File: config.mk
export PLATFORM = sky130hd
export DESIGN_NAME = fht_input_loader_flat
export DESIGN_NICKNAME = d
export VERILOG_FILES = /design/src/rtl/fht_input_loader_if.sv /design/src/rtl/fht_input_loader.sv /design/src/flat_wrapper.sv
export SDC_FILE = /design/constraint.sdc
export NUM_CORES = 1
export LEC_CHECK = 0
export ABC_AREA = 0
export ABC_CLOCK_PERIOD_IN_PS = 2250
export BUFFER_PORTS_ARGS = -buffer_cell sky130_fd_sc_hd__buf_2
export CAP_MARGIN = 20
export CORE_ASPECT_RATIO = 0.9
export CORE_MARGIN = 2
export CORE_UTILIZATION = 41
export CTS_CLUSTER_DIAMETER = 50
export DETAILED_ROUTE_END_ITERATION = 7
export GPL_ROUTABILITY_DRIVEN = 0
export PLACE_DENSITY_LB_ADDON = 0.2
export SYNTH_ARGS = -nofsm -noshare
export SYNTH_HDL_FRONTEND = slang
export SYNTH_SLANG_ARGS = --single-unit
File: constraint.sdc
create_clock -name clk -period 2.25 [get_ports clk]
set_input_delay 0.5625 -clock clk [delete_from_list [all_inputs] [get_ports clk]]
set_output_delay 0.5625 -clock clk [all_outputs]
set_load 0.1 [all_outputs]
File: src/rtl/fht_input_loader_if.sv
// Stream and bank-write bundle between the FHT input loader and its surroundings.
// master = the loader (drives ready, bank writes, start/busy/done); slave = upstream source and fht_control.
interface fht_input_loader_if #(
  parameter int A_BIT = 8,
  parameter int D_BIT = 16
);
  logic [D_BIT-1:0] data;
  logic             valid;
  logic             ready;
  logic [A_BIT-1:0] wr_addr;
  logic [D_BIT-1:0] wr_data;
  logic [3:0]       we;
  logic             start;
  logic             fht_rdy;
  logic             busy;
  logic             done;

  modport master (
    input  data, valid, fht_rdy,
    output ready, wr_addr, wr_data, we, start, busy, done
  );

  modport slave (
    output data, valid, fht_rdy,
    input  ready, wr_addr, wr_data, we, start, busy, done
  );
endinterface

File: src/rtl/fht_input_loader.sv
// Loads one frame of 4*2^A_BIT samples into four banks in bit-reversed order,
// then starts fht_control and waits for the transform to finish.
module fht_input_loader #(
  parameter int A_BIT = 8,
  parameter int D_BIT = 16
) (
  input  logic                clk,
  input  logic                rst,
  fht_input_loader_if.master  bus,
  output logic [1:0]          dbg_state
);
  // Handshake: a sample is taken on a rising edge where valid and ready are both 1;
  // ready is registered, valid may toggle freely and is ignored while ready is 0.
  localparam int NW = A_BIT + 2;
  localparam logic [NW-1:0] N_LAST = '1;

  typedef enum logic [1:0] {
    LOAD     = 2'd0,
    START    = 2'd1,
    WAIT_RUN = 2'd2,
    WAIT_END = 2'd3
  } state_t;

  state_t        state;
  logic [NW-1:0] n;
  logic [NW-1:0] rev;

  always_comb begin
    rev = '0;
    for (int i = 0; i < NW; i++) begin
      rev[i] = n[NW-1-i];
    end
  end

  assign dbg_state = state;

  always_ff @(posedge clk) begin
    if (rst) begin
      state       <= LOAD;
      n           <= '0;
      bus.ready   <= 1'b0;
      bus.we      <= 4'b0000;
      bus.wr_addr <= '0;
      bus.wr_data <= '0;
      bus.start   <= 1'b0;
      bus.busy    <= 1'b0;
      bus.done    <= 1'b0;
    end else begin
      bus.we    <= 4'b0000;
      bus.start <= 1'b0;
      bus.done  <= 1'b0;
      case (state)
        LOAD: begin
          bus.ready <= 1'b1;
          if (bus.valid && bus.ready) begin
            // Top two reversed bits pick the bank, the rest the shared address.
            bus.we      <= 4'b0001 << rev[NW-1:NW-2];
            bus.wr_addr <= rev[A_BIT-1:0];
            bus.wr_data <= bus.data;
            if (n == N_LAST) begin
              n         <= '0;
              bus.ready <= 1'b0;
              bus.busy  <= 1'b1;
              state     <= START;
            end else begin
              n <= n + 1'b1;
            end
          end
        end
        START: begin
          bus.start <= 1'b1;
          state     <= WAIT_RUN;
        end
        // Ignore the ready level left over from before the start pulse.
        WAIT_RUN: begin
          if (!bus.fht_rdy) begin
            state <= WAIT_END;
          end
        end
        WAIT_END: begin
          if (bus.fht_rdy) begin
            bus.done  <= 1'b1;
            bus.ready <= 1'b1;
            bus.busy  <= 1'b0;
            state     <= LOAD;
          end
        end
        default: state <= LOAD;
      endcase
    end
  end
endmodule
File: src/flat_wrapper.sv
// flat-port wrapper written by rule: the top's interface ports become plain ports
module fht_input_loader_flat 
#(
  parameter int A_BIT = 8,
  parameter int D_BIT = 16
)
  (clk, rst, dbg_state, bus_data, bus_valid, bus_fht_rdy, bus_ready, bus_wr_addr, bus_wr_data, bus_we, bus_start, bus_busy, bus_done);
  fht_input_loader_if #(.A_BIT(A_BIT), .D_BIT(D_BIT)) bus_i ();
  input  logic clk;
  input  logic rst;
  output logic [1:0] dbg_state;
  input wire logic [$bits(bus_i.data)-1:0] bus_data;
  input wire logic [$bits(bus_i.valid)-1:0] bus_valid;
  input wire logic [$bits(bus_i.fht_rdy)-1:0] bus_fht_rdy;
  output wire logic [$bits(bus_i.ready)-1:0] bus_ready;
  output wire logic [$bits(bus_i.wr_addr)-1:0] bus_wr_addr;
  output wire logic [$bits(bus_i.wr_data)-1:0] bus_wr_data;
  output wire logic [$bits(bus_i.we)-1:0] bus_we;
  output wire logic [$bits(bus_i.start)-1:0] bus_start;
  output wire logic [$bits(bus_i.busy)-1:0] bus_busy;
  output wire logic [$bits(bus_i.done)-1:0] bus_done;
  assign bus_i.data = bus_data;
  assign bus_i.valid = bus_valid;
  assign bus_i.fht_rdy = bus_fht_rdy;
  assign bus_ready = bus_i.ready;
  assign bus_wr_addr = bus_i.wr_addr;
  assign bus_wr_data = bus_i.wr_data;
  assign bus_we = bus_i.we;
  assign bus_start = bus_i.start;
  assign bus_busy = bus_i.busy;
  assign bus_done = bus_i.done;
  fht_input_loader #(.A_BIT(A_BIT), .D_BIT(D_BIT)) u_core (.clk(clk), .rst(rst), .bus(bus_i), .dbg_state(dbg_state));
endmodule
==> flow_summary_export.csv <==
group,metric,value,unit
status,status,"completed",
global_route,gr-usage-all-layers,0.1509,
layout,fill_cells,406,
pwr,pwr-share-comb,0.247,
pwr,peakVddDrop,0.5184,mV
floorplanning,die_x,72.78,um
yosys,yosysSeqAreaShare,0.5047,
yosys,syn_area_per_cell,8.641,um2
worst_setup_path,cp-end-kind,"flip-flop",
timing,skew,0.009345,ns
detailed_routing,drt_first_pass_iters,4,
clock_tree,cts_resized,0,
yosys,postSynthCellCount,202,
global_route,gr-total-overflow,0,
clock_tree,clockBufferDepth,2,
layout,multiInputGateArea,800.8,um2
timing,hold_slack,0.4506,ns
yosys,synth_nets,228,
global_route,grt_max_degree,35,
global_route,grt_pass1_wl,5520,um
detailed_routing,finalWirelength,3425,um
yosys,netlist_area,1745,um2
worst_setup_path,critical_path_required,2.47,ns
clock_tree,clkTransAtPathRegs,0.08,ns
detailed_routing,wl_per_cell,11.34,um
job,cap_violations,0,
timing,setup_tns,0,ns
detailed_routing,antenna_left,0,
layout,seq_area,883.3,um2
yosys,synthAdderAreaFrac,0.04301,
pwr,p_int,1362,uW
worst_setup_path,startpoint_type,"flip-flop",
placement,port_buffers,53,
yosys,synth_top_family_by_area,"simple AND/OR/NAND/NOR gates",
floorplanning,dieArea,4796,um2
yosys,synth_compound_area_frac,0.1290,
clock_tree,cts_tree,"yes",
pwr,swShare,0.3346,
hold_path,hold_path_class,"flip-flop to flip-flop",
global_route,antenna_found_initial,0,
timing,worst_slew_pin_slew,0.4909,ns
floorplanning,io_pins,54,
timing,maxSlewViolCount,0,
yosys,synth_xor_area_frac,0.03011,
timing,maxSlewHeadroom,0.6750,
yosys,ys_ff_latch,44,
clock_tree,postCtsHoldBufs,0,
worst_setup_path,critical_path.max_fanout,9,
timing,finalHoldViolations,0,
layout,finalNetCount,280,
floorplanning,core,4074,um2
timing,fin_crit,1.884,ns
pwr,clkPwrFrac,0.340,
pwr,p_leak,0.0009720,uW
yosys,synthMuxAreaShare,0.01219,
clock_tree,htreeDepth,2,
layout,diodes,0,
clock_tree,postCtsSetupBuffers,0,
clock_tree,root_buffer,"clkbuf_8",
clock_tree,insertion_delay,0.29,ns
pwr,p_per_area,940.5,nW/um2
layout,areaGrowthSynthToFinish,24.66,%
pwr,switchingPower,684.6,uW
yosys,ys_types,34,
timing,fin_crit_sh,0.8372,
yosys,ys_warn_count,0,
clock_tree,cts_made_buffers,5,
detailed_routing,drc,0,
floorplanning,die_h,65.90,um
layout,drive_gt1_frac,0.2795,
worst_setup_path,critPathKind,"flip-flop to flip-flop",
timing,rsz0062_at_grt,"no",
pwr,seq_power_share,0.414,
floorplanning,start_util,0.4284,
timing,timing.fmax,530.9,MHz
detailed_routing,drt_iter0_drc,53,
global_route,grt_pass1_vias,1209,
placement,hpwl,2347,um
worst_setup_path,crit_arrival,2.10,ns
detailed_routing,vias_per_cell,4.891,
clock_tree,cts_sinks,44,
floorplanning,rows,22,
timing,setup_violations,0,
yosys,synthSimpleGateAreaFrac,0.2444,
detailed_routing,num_vias,1477,
-- through the flow --
step	instance area [um2]	worst slack, ns	utilization	power [uW]	std cells
finish	2176	0.3664	0.5341	2046	302
global route	2176	0.1657	0.5341	2139	302
CTS	2176	0.3483	0.5341	2076	302
detailed placement	2047	0.3843	0.5025	1374	295
global placement	2047	0.4482	0.5025	1373	295
floorplan	1748	0.1272	-	1288	202
-- power by group through the flow --
| stage | clock, uW | sequential (uW) | combinational [uW] |
|---|---|---|---|
| after floorplan | 0 | 1130 | 161 |
| after global routing | 750 | 852 | 538 |
| final | 695 | 847 | 505 |
| after detailed placement | 0 | 865 | 509 |
| after CTS | 719 | 847 | 511 |
| after global placement | 0 | 863 | 509 |
-- critical path, cell delays in order, from the launching register on --
cell,delay [ns]
dfxtp_2,0.35
inv_1,0.11
ha_1,0.26
and3_1,0.39
nand3_1,0.13
or4_1,0.42
a21oi_1,0.15
-- synthesized netlist by cell type (all sizes together) --
library cell   n  area (um2)
xnor2          3       26.28
nand4          2       25.02
nand4b         1       8.760
nand2         57       214.0
nor3           4       20.02
xor2           3       26.28
o21ai          1       5.000
buf            5       26.27
nor4b          2       17.52
a211oi         1       12.51
nor4           2       12.51
and3           1       6.260
or2            1       6.260
mux2i          1       10.01
or3            2       12.51
and2           3       18.77
nand3          4       20.02
a21oi         29       148.9
nor2          10       37.54
o21ba          1       10.01
a31oi          1       6.260
inv            4       15.01
nor3b          1       7.510
dfxtp         44       880.8
ha             6       75.07
or4            1       7.510
nor2b          2       12.51
clkbuf         6       22.52
o41ai          1       27.53
o31ai          2       15.01
mux2           1       11.26
-- final timing paths --
| kind | from | end | slack [ns] | cells past startpoint |
|---|---|---|---|---|
| worst max register to register | u_core.dbg_state[0] | u_core.n[9] | 0.37 | 6 |
| worst min register to register | u_core.bus.wr_data[9] | u_core.bus.wr_data[9] | 0.45 | 2 |
| worst max-delay path | u_core.dbg_state[0] | u_core.n[9] | 0.37 | 6 |
| worst min-delay path | u_core.bus.wr_data[9] | u_core.bus.wr_data[9] | 0.45 | 2 |
-- flip-flops by register name, indices dropped and copies added, names as in the netlist --
signal and flops:
u_core.bus.start 1, u_core.bus.done 1, u_core.bus.ready 1, u_core.n 10, u_core.bus.busy 1, u_core.bus.wr_data 16, u_core.dbg_state 2, u_core.bus.we 4
u_core.bus.wr_addr 8
-- area by class of cell --
type                            instances  share of cell area
Multi-Input combinational cell        143              0.3680
Inverter                                4            0.006901
Sequential cell                        44              0.4060
Clock buffer                            5             0.03163
Clock inverter                          2             0.02760
Tap cell                               48             0.02760
Timing Repair Buffer                   56              0.1323
-- cell usage in the layout, fill, tap and decap left out, types with 3 or more instances in the layout --
cell type,instances
xnor2_1,3
ha_1,6
and2_1,3
nand3_1,4
clkbuf_8,5
dfxtp_1,42
a21oi_1,28
buf_4,3
nor3_1,4
buf_2,53
inv_1,4
xor2_1,3
nand2_1,57
nor2_1,10
-- routing by layer --
metal	part of all wire	global-route usage	vias to the layer above
li1	-	-	774
met1	0.49	0.2004	667
met2	0.45	0.2205	31
met3	0.047	0.05030	5
met4	0.015	0.06944	0
met5	0	0	-
-- cell families after synthesis --
family	after synthesis
AOI/OAI and AO/OA	36
xor gates and xnor gates	6
adders and majority gates	6
buffers and inverters	15
DFF	44
muxes	2
and+or+nand+nor	93
(Power assumes the default switching activity.)
